**src/rtl/fifo_burst_reader_pkg.sv**
```systemverilog
// Shared types and sizing helpers for the FIFO burst reader.
package fifo_burst_reader_pkg;

    typedef enum logic [1:0] {
        IDLE   = 2'd0,
        ACTIVE = 2'd1,
        DONE   = 2'd2
    } state_e;

    localparam int unsigned TIMEOUT_CYCLES_DEF = 256;

    // Width of a counter that must reach cycles-1 ($clog2, floored at 1 bit).
    function automatic int unsigned to_cnt_width(input int unsigned cycles);
        return (cycles > 2) ? $clog2(cycles) : 1;
    endfunction

endpackage

```
**src/rtl/fifo_burst_out_reg.sv**
```systemverilog
// Registered valid/ready stream output stage: load a beat, hold it until consumed.
module fifo_burst_out_reg #(
    parameter int unsigned DATA_WIDTH = 8
) (
    input  logic                  clk,
    input  logic                  rrst_n,
    input  logic                  i_load,
    input  logic [DATA_WIDTH-1:0] i_data,
    input  logic                  i_last,
    input  logic                  i_flush,
    input  logic                  i_ready,
    output logic                  o_valid,
    output logic [DATA_WIDTH-1:0] o_data,
    output logic                  o_last
);

    logic                  r_valid;
    logic [DATA_WIDTH-1:0] r_data;
    logic                  r_last;

    // Flush wins over load; data is only rewritten on a load so it stays stable under backpressure.
    always_ff @(posedge clk or negedge rrst_n) begin
        if (!rrst_n) begin
            r_valid <= 1'b0;
            r_data  <= '0;
            r_last  <= 1'b0;
        end else if (i_flush) begin
            r_valid <= 1'b0;
            r_last  <= 1'b0;
        end else if (i_load) begin
            r_valid <= 1'b1;
            r_data  <= i_data;
            r_last  <= i_last;
        end else if (r_valid && i_ready) begin
            r_valid <= 1'b0;
            r_last  <= 1'b0;
        end
    end

    assign o_valid = r_valid;
    assign o_data  = r_data;
    assign o_last  = r_last;

endmodule

```
**src/rtl/fifo_burst_reader.sv**
```systemverilog
// Drains a commanded number of words from a show-ahead FIFO onto a valid/ready stream.
// Optional empty-FIFO timeout abort is built when FIFO_BURST_READER_TIMEOUT_EN is defined.
module fifo_burst_reader
    import fifo_burst_reader_pkg::*;
#(
    parameter int unsigned DATA_WIDTH     = 8,
    parameter int unsigned LEN_WIDTH      = 8,
    parameter int unsigned TIMEOUT_CYCLES = TIMEOUT_CYCLES_DEF
) (
    input  logic                  clk,
    input  logic                  rrst_n,
    input  logic                  start,
    input  logic [LEN_WIDTH-1:0]  burst_len,
    input  logic                  fifo_empty,
    input  logic [DATA_WIDTH-1:0] fifo_rdata,
    output logic                  fifo_r_en,
    output logic                  m_valid,
    output logic [DATA_WIDTH-1:0] m_data,
    output logic                  m_last,
    input  logic                  m_ready,
    output logic                  busy,
    output logic                  done,
    output logic                  err
);

    if (TIMEOUT_CYCLES < 2) begin : g_bad_timeout
        $error("fifo_burst_reader: TIMEOUT_CYCLES must be at least 2");
    end

    state_e               r_state;
    logic [LEN_WIDTH-1:0] r_remaining;
    logic                 r_busy;
    logic                 r_done;

    logic w_m_valid;
    logic w_m_last;
    logic w_pop;
    logic w_burst_end;
    logic w_timeout;

    // Pop only when a beat is owed, a word is present and the output slot is free or draining.
    assign w_pop = (r_state == ACTIVE) && (r_remaining != '0) && !fifo_empty
                && (!w_m_valid || m_ready);

    assign w_burst_end = (r_remaining == '0)
                      && (!w_m_valid || (w_m_valid && m_ready && w_m_last));

`ifdef FIFO_BURST_READER_TIMEOUT_EN
    localparam int unsigned TO_W = to_cnt_width(TIMEOUT_CYCLES);

    logic [TO_W-1:0] r_to_cnt;
    logic            r_err;

    assign w_timeout = (r_state == ACTIVE) && (r_remaining != '0) && fifo_empty
                    && (r_to_cnt == TO_W'(TIMEOUT_CYCLES - 1));

    // Consecutive-empty counter; err is sticky until the next accepted start.
    always_ff @(posedge clk or negedge rrst_n) begin
        if (!rrst_n) begin
            r_to_cnt <= '0;
            r_err    <= 1'b0;
        end else begin
            if ((r_state == IDLE) && start) begin
                r_err <= 1'b0;
            end else if (w_timeout) begin
                r_err <= 1'b1;
            end
            if (w_pop || (r_state != ACTIVE) || w_timeout) begin
                r_to_cnt <= '0;
            end else if ((r_remaining != '0) && fifo_empty) begin
                r_to_cnt <= r_to_cnt + TO_W'(1);
            end
        end
    end

    assign err = r_err;
`else
    assign w_timeout = 1'b0;
    assign err       = 1'b0;
`endif

    // Burst sequencing; done is registered on entry to DONE so it lasts exactly that one cycle.
    always_ff @(posedge clk or negedge rrst_n) begin
        if (!rrst_n) begin
            r_state     <= IDLE;
            r_remaining <= '0;
            r_busy      <= 1'b0;
            r_done      <= 1'b0;
        end else begin
            r_done <= 1'b0;
            if (w_pop) begin
                r_remaining <= r_remaining - LEN_WIDTH'(1);
            end
            case (r_state)
                IDLE: begin
                    if (start) begin
                        r_remaining <= burst_len;
                        r_state     <= ACTIVE;
                        r_busy      <= 1'b1;
                    end
                end
                ACTIVE: begin
                    if (w_timeout || w_burst_end) begin
                        r_state <= DONE;
                        r_done  <= 1'b1;
                    end
                end
                DONE: begin
                    r_state <= IDLE;
                    r_busy  <= 1'b0;
                end
                default: begin
                    r_state <= IDLE;
                    r_busy  <= 1'b0;
                end
            endcase
        end
    end

    fifo_burst_out_reg #(
        .DATA_WIDTH (DATA_WIDTH)
    ) u_out_reg (
        .clk     (clk),
        .rrst_n  (rrst_n),
        .i_load  (w_pop),
        .i_data  (fifo_rdata),
        .i_last  (r_remaining == LEN_WIDTH'(1)),
        .i_flush (w_timeout),
        .i_ready (m_ready),
        .o_valid (w_m_valid),
        .o_data  (m_data),
        .o_last  (w_m_last)
    );

    assign fifo_r_en = w_pop;
    assign m_valid   = w_m_valid;
    assign m_last    = w_m_last;
    assign busy      = r_busy;
    assign done      = r_done;

endmodule

```
**config.mk**
```make
export PLATFORM = sky130hd
export DESIGN_NAME = fifo_burst_reader
export DESIGN_NICKNAME = d
export VERILOG_FILES = /design/src/rtl/fifo_burst_reader_pkg.sv /design/src/rtl/fifo_burst_out_reg.sv /design/src/rtl/fifo_burst_reader.sv
export SDC_FILE = /design/constraint.sdc
export NUM_CORES = 1
export LEC_CHECK = 0
export ABC_AREA = 1
export CAP_MARGIN = 15
export CORE_MARGIN = 2
export CORE_UTILIZATION = 24
export CTS_CLUSTER_SIZE = 40
export DETAILED_ROUTE_END_ITERATION = 16
export PLACE_DENSITY_LB_ADDON = 0.08
export SYNTH_ARGS = -nofsm -noshare
export SYNTH_HDL_FRONTEND = slang
export SYNTH_SLANG_ARGS = --single-unit
```
**constraint.sdc**
```tcl
create_clock -name clk -period 1.6 [get_ports clk]
set_input_delay 0.48 -clock clk [delete_from_list [all_inputs] [get_ports clk]]
set_output_delay 0.48 -clock clk [all_outputs]
set_load 0.02 [all_outputs]
```
==> reports/summary.txt, run 1 <==
Status: finished with violations
Failing checks: setup timing
# rows: 26
Largest stage delay, worst path: 0.40 ns
Synth cell types: 23
Power share of the clock group: 12.2%
Max Freq: 0.558 GHz
PortBufs: 33
Setup WS post-layout: -0.192 ns
NetSw: 1.39 mW
Count leader, synth: nand2_1
Met3 GRT Util: 2.02%
Drt total wl: 3230 µm
Vias in the first global route: 1246
Placed standard-cell area: 1840 µm²
Commonest cells in the synthesized netlist: nand2_1, dfrtp_1, nor2_1, inv_1, nand3_1
Mapped Cells: 167
Slowest cell on crit path: dfrtp_1
Avg Inst Size Synth: 7.43 µm²
Min cycle time layout: 1.79 ns
Total GRT Usage: 12.2%
Synth area leaders: dfrtp_1, nand2_1, nor2_1, nand3_1, inv_1
ANT nets after route: 0
Post-DP HPWL: 2510 µm
Via count: 1239
Fillcell total: 547
Clk buf depth: 2
Final Util: 38.4%
Clock buffer count from CTS: 3
Area grow syn2layout: 56.0%
Vias per cell: 4.06
P_leak: 1.04 nW
First DRT Iteration DRCs: 52
WP data arrival: 1.31 ns
Clk sink count: 22
Worst r2r src: u_out_reg.o_valid$_DFFE_PN0P_
Sequential element share of the synthesized area: 44.4%
Final nets: 260
First-pass iteration count of the detailed router: 3
YS warnings: 0
Fin crit share: 112%
Worst Hold Path EP: u_out_reg.o_data[2]$_DFFE_PN0P_
Hold path cells: 2
Synth Flop Type: dfrtp_1
Final Hold Vio Count: 0
Post-synth EDFFs: 0
Capturing point of the worst reg2reg path: u_out_reg.o_last$_DFFE_PN0P_
Internal power: 1.91 mW
First-pass GRT wire length: 5690 µm
Met1 usage: 15.2%
Hold_sp: u_out_reg.o_data[2]$_DFFE_PN0P_
Post-place setup slack: -0.759 ns
Final routed DRC violation total: 0
Pwr Density: 1710 nW/µm²
Clk root buf: clkbuf_8
Top delay family on crit path: flip-flops
Layout Skew: 0.00857 ns
Worst min path class: reg -> reg
Mapped Area: 1240 µm²
Core ar.: 5040 µm²
GR Util met2: 21.2%
Design area: 1940 µm²
Switching share of power: 42.1%
CP max FO: 2
Ys async rst share: 100%
GR Overflow Total: 0
Fin Setup TNS: -0.213 ns
Initial antenna violation count: 0
#FFs+latches synth: 22
GP Congestion: 0.782
Final setup vio count: 2
Ports: 35
Initial Util: 24.6%
Cell chain of the critical path: inv_2, ha_4, inv_2, nor2_2, nand2_2, nand3_4, inv_6, buf_6
Die H: 75.9 µm
Critical Path RT: 1.12 ns
Worst setup SP type: flip-flop
CP Class: reg -> out
Post-synth net total: 191
Die Area: 5760 µm²
Crit path buf inv count: 4
Comb pwr share: 59.9%
Routed len/inst: 10.6 µm
CTS tree: built
Diode count: 0
Area leader, netlist: dfrtp_1
Worst-case vdd ir drop: 0.000675 V
Max cap viols: 0
Flop2flop setup slack: -0.02 ns
Share of power burned in registers: 27.9%
H-tree lvl count: 1
CP Capture Type: output pin
Most used cell, CP: inv_2
R2r worst-path depth: 10
Busiest grt layer: met2
Die X: 75.9 µm
Clk_lat worst skew: 0.27 ns
Clock transition at path regs: 0.07 ns
Hold-fix buffers at CTS: 0
RSZ-0062 raised after global routing: true
Share of cells above drive strength 1: 26.8%
Final slew viol count: 0
Yosys top cell area share: 44.4%
Largest net degree at the start of global routing: 23
## layout by cell type (no fill, tap or decap)
master	n
clkdlybuf4s50_1	18
dlygate4sd2_1	13
o211ai_1	1
dfrtp_1	22
nor2_4	1
ha_4	1
clkbuf_8	4
nand3_2	1
nand2_2	4
buf_6	1
nand2_4	1
a21oi_1	1
o21ai_0	2
conb_1	1
or2_2	2
ha_1	2
nor2_1	13
nor2_2	3
inv_6	1
clkbuf_2	1
buf_4	35
nand4_1	2
xor2_1	3
nand3_4	1
nand2_1	74
inv_2	7
nand3_1	10
inv_1	10
## area by class of cell
| class | count | area [µm²] | area share, % |
|---|---|---|---|
| Sequential cell | 22 | 551 | 28.4 |
| Timing Repair Buffer | 68 | 573 | 29.6 |
| Inverter | 18 | 72.6 | 3.75 |
| Tap cell | 70 | 87.6 | 4.52 |
| Multi-Input combinational cell | 123 | 598 | 30.9 |
| Clock buffer | 4 | 55.1 | 2.84 |
## power groups by stage
stage | registers, mW | logic (mW) | clock network [mW]
floorplan | 1.10 | 0.973 | 0
global placement | 0.931 | 1.99 | 0
detailed placement | 0.937 | 2.02 | 0
CTS | 0.929 | 2.01 | 0.424
global route | 0.957 | 2.21 | 0.452
finish | 0.923 | 1.98 | 0.405
## cell families after synthesis
| kind of cell | Yosys count | share of synthesized area, % |
|---|---|---|
| AND/OR/NAND/NOR | 112 | 39.5 |
| buffers and inverters | 22 | 8.87 |
| flip-flops | 22 | 44.4 |
| AO/OA/AOI/OAI | 4 | 1.81 |
| XOR/XNOR | 3 | 2.12 |
| adder cells (fa/ha/maj) | 3 | 3.02 |
| other | 1 | 0.302 |
## worst reg2reg max path, delay by kind of cell, from the launching register on
kind	cells	cell delay, ns
buffers and inverters	7	0.86
flip-flops	1	0.40
AO/OA/AOI/OAI	1	0.07
AND/OR/NAND/NOR	2	0.17
## state kept, by name (all words and copies together), names as in the netlist
signal / count
r_remaining: 8
u_out_reg.o_data: 8
r_state: 2
busy: 1
done: 1
u_out_reg.o_last: 1
u_out_reg.o_valid: 1
## timing repair
| action | in CTS | in global routing |
|---|---|---|
| setup endpoints to repair | 13 | 6 |
| buffers inserted | 8 | 0 |
| pin swaps | 3 | 1 |
| resized for setup | 21 | 2 |
## metrics by stage
step / total power [mW] / hold WS [ns] / instances
6_report: 3.31 / 0.474 / 305
5_1_grt: 3.62 / 0.518 / 305
4_1_cts: 3.36 / 0.481 / 305
3_5_place_dp: 2.95 / 0.464 / 293
3_3_place_gp: 2.92 / 0.462 / 293
2_1_floorplan: 2.07 / 0.184 / 167
## metal layers
| layer | vias up | share of wire [%] | wire (µm) |
|---|---|---|---|
| met5 | - | 0 | 0 |
| met4 | 0 | 1.6 | 51 |
| met3 | 4 | 2.7 | 88 |
| met2 | 18 | 51 | 1640 |
| met1 | 578 | 45 | 1440 |
| li1 | 639 | - | - |
## how the worst max path moves through the flow
stage | startpoint | to | slack, ns | cells past startpoint
final | r_remaining[1]$_DFF_PN0_ | fifo_r_en | -0.19 | 8
after global placement | m_ready | fifo_r_en | -0.75 | 6
after CTS | r_remaining[1]$_DFF_PN0_ | fifo_r_en | -0.23 | 8
after detailed placement | m_ready | fifo_r_en | -0.76 | 6
after floorplan | u_out_reg.o_valid$_DFFE_PN0P_ | fifo_r_en | 0.02 | 5
after global routing | r_remaining[0]$_DFF_PN0_ | fifo_r_en | -0.27 | 8
No activity file was read; power rests on OpenSTA's default activity.
==> run 2: changes to the inputs <==
Settings changed: ABC_AREA 1 to unset.
==> run 2 against run 1 <==
The run still ends with setup timing left. Fmax fell by 0.20%. Hold slack improved by 0.014 ns. Synthesized cell count fell by 37%. Final cell count fell by 28%. Non-clock buffer count fell by 4. Register-to-register slack got worse by 0.08 ns.
==> reports/summary.txt, run 2 <==
Status: finished with violations
Failing checks: setup timing
Hold path cells: 1 (-1)
Count leader, synth: dfrtp_1
Hold_sp: u_out_reg.o_data[6]$_DFFE_PN0P_
RSZ-0062 raised after global routing: true
Worst r2r src: r_state[1]$_DFFE_PN0P_
First DRT Iteration DRCs: 37 (-29%)
Post-synth EDFFs: 0 (unchanged)
Worst min path class: reg -> reg
Clock transition at path regs: 0.08 ns (about the same)
Core ar.: 4380 µm² (-13%)
Commonest non-fill, non-tap cells in the layout: buf_4, dfrtp_1, clkdlybuf4s50_1
Design area: 1820 µm² (-6.1%)
Area grow syn2layout: 65.6%
ANT nets after route: 0 (unchanged)
Post-DP HPWL: 2210 µm (-12%)
Commonest non-fill, non-tap cell in the layout: buf_4
# rows: 24 (-7.7%)
Final setup vio count: 3 (+1)
Area leader, netlist: dfrtp_1
GP Congestion: 0.815 (+4.3%)
Comb pwr share: 55.4% (-4.5 points)
CTS tree: built
Share of power burned in registers: 31.2% (+3.3 points)
Commonest cells in the synthesized netlist: dfrtp_1, nand2_1, nor2_1, mux2_2, nand3_1
Drt total wl: 2950 µm (-8.6%)
Vias in the first global route: 1072 (-14%)
Sequential element share of the synthesized area: 50.1% (+5.8 points)
Final Hold Vio Count: 0 (unchanged)
Setup WS post-layout: -0.196 ns (-0.00364 ns)
P_leak: 0.812 nW (-22%)
Power share of the clock group: 13.4% (+1.2 points)
Synth area leaders: dfrtp_1, mux2_2, nand2_1, ha_1, nand3_1
Min cycle time layout: 1.80 ns (+0.00364 ns)
Max Freq: 0.557 GHz (-0.20%)
Avg Inst Size Synth: 10.5 µm² (+41%)
Mapped Cells: 105 (-37%)
Diode count: 0 (unchanged)
Yosys top cell area share: 50.1% (+5.8 points)
Capturing point of the worst reg2reg path: r_remaining[6]$_DFF_PN0_
Clk_lat worst skew: 0.27 ns (about the same)
Layout Skew: 0.00502 ns (-0.00356 ns)
R2r worst-path depth: 6 (-4)
CP max FO: 2 (unchanged)
Via count: 1014 (-18%)
Final routed DRC violation total: 0 (unchanged)
Die H: 71.7 µm (-5.6%)
Fin Setup TNS: -0.329 ns (-0.116 ns)
CP Class: reg -> out
Share of cells above drive strength 1: 36.3% (+9.5 points)
Routed len/inst: 13.4 µm (+27%)
Internal power: 1.90 mW (-0.92%)
Worst-case vdd ir drop: 0.000575 V (-15%)
Initial Util: 25.1% (+0.44 points)
NetSw: 1.16 mW (-17%)
Ys async rst share: 100% (unchanged)
#FFs+latches synth: 22 (unchanged)
Final nets: 193 (-26%)
Overall power: 3.06 mW (-7.6%)
Die X: 71.7 µm (-5.6%)
Mapped Area: 1100 µm² (-11%)
Clock buffer count from CTS: 3 (unchanged)
Post-synth net total: 129 (-32%)
Critical Path RT: 1.12 ns (about the same)
Max cap viols: 0 (unchanged)
Vias per cell: 4.61 (+13%)
Synth Flop Type: dfrtp_1
Fin crit share: 112% (+0.23 points)
Clk root buf: clkbuf_8
Ports: 35 (unchanged)
WP data arrival: 1.32 ns (about the same)
GR Overflow Total: 0 (unchanged)
Clk sink count: 22 (unchanged)
Cell chain of the critical path: nor3_4, and3_4, nor2_4, buf_6
Synth cell types: 35 (+52%)
Initial antenna violation count: 0 (unchanged)
Largest stage delay, worst path: 0.42 ns (+0.02 ns)
Total GRT Usage: 12.7% (+0.52 points)
CP Capture Type: output pin
First-pass GRT wire length: 5060 µm (-11%)
Worst Hold Path EP: u_out_reg.o_data[6]$_DFFE_PN0P_
Die Area: 5130 µm² (-11%)
PortBufs: 33 (unchanged)
Largest net degree at the start of global routing: 23 (unchanged)
H-tree lvl count: 1 (unchanged)
Clk buf depth: 2 (unchanged)
Slowest cell on crit path: dfrtp_1
Placed standard-cell area: 1690 µm² (-8.0%)
Worst setup SP type: flip-flop
First-pass iteration count of the detailed router: 4 (+1)
Switching share of power: 37.9% (-4.2 points)
Pwr Density: 1680 nW/µm² (-1.6%)
Final slew viol count: 0 (unchanged)
Flop2flop setup slack: -0.10 ns (-0.08 ns)
YS warnings: 0 (unchanged)
## run 2: changes by cell type in the layout (fill, tap and decap cells not counted), sizes merged, moves of 4 or more
cell | previous run | this run
nor2 | 17 | 7
inv | 18 | 4
buf | 36 | 32
nand3 | 12 | 6
nand2 | 79 | 12
mux2 | 0 | 8
## run 2: metal layers
layer,global-route usage (%),up-vias,wire [µm]
met1,16.5,479,1350
met3,2.81,4,135
met2,21.0,27,1430
met4,4.40,0,33
met5,0,-,0
li1,-,504,-
## run 2: logic make-up after synthesis
| logic type | Yosys count | share of synthesized area (%) |
|---|---|---|
| other | 1 | 0.341 |
| flip-flops | 22 | 50.1 |
| AO/OA/AOI/OAI | 14 | 9.11 |
| AND/OR/NAND/NOR | 47 | 23.1 |
| multiplexers | 9 | 9.11 |
| adder cells (fa/ha/maj) | 3 | 3.42 |
| buffers and inverters | 9 | 4.78 |
## run 2: worst max-delay path by stage
stage / startpoint / endpoint / slack (ns) / depth (start not counted)
floorplan: r_remaining[0]$_DFF_PN0_ / fifo_r_en / -0.01 / 6
global placement: fifo_empty / fifo_r_en / -0.89 / 5
detailed placement: fifo_empty / fifo_r_en / -0.88 / 5
CTS: r_remaining[5]$_DFF_PN0_ / fifo_r_en / -0.23 / 4
global route: r_remaining[6]$_DFF_PN0_ / fifo_r_en / -0.27 / 4
finish: r_remaining[6]$_DFF_PN0_ / fifo_r_en / -0.20 / 4
## run 2: layout make-up
cell class | instances | area, µm²
tap | 52 | 65.1
timing repair buffer | 64 | 549
inverter | 4 | 15.0
multi-input combinational | 74 | 584
fill | 424 | 2560
sequential | 22 | 551
clock buffer | 4 | 55.1
## run 2: repair_timing
action | in CTS | in global routing
endpoints found under the setup margin | 29 | 19
hold buffers | 0 | 0
pin swaps | 5 | 6
resized for setup | 27 | 10
setup buffers | 3 | 2
## run 2: power groups by stage
stage                     Clock [mW]  Sequential, mW  Combinational [mW]
after global placement             0           0.944                1.61
after CTS                      0.436           0.947                1.63
after global routing           0.462           0.989                1.86
after detailed placement           0           0.955                1.63
after floorplan                    0            1.13               0.644
final                          0.410           0.954                1.69
## run 2: per-stage QoR
stage               instances  hold WS (ns)  utilization, %  setup slack (ns)
global placement          211         0.470            38.6            -0.892
finish                    220         0.489            41.5            -0.196
CTS                       218         0.498            40.6            -0.234
floorplan                 105         0.184               -           -0.0124
global route              220         0.534            41.5            -0.267
detailed placement        211         0.478            38.6            -0.882
## run 2: critical path, delay by kind of cell, from the launching register on
family	cells	cell delay (ns)
buf+inv	1	0.12
flops	1	0.42
simple gates	3	0.50
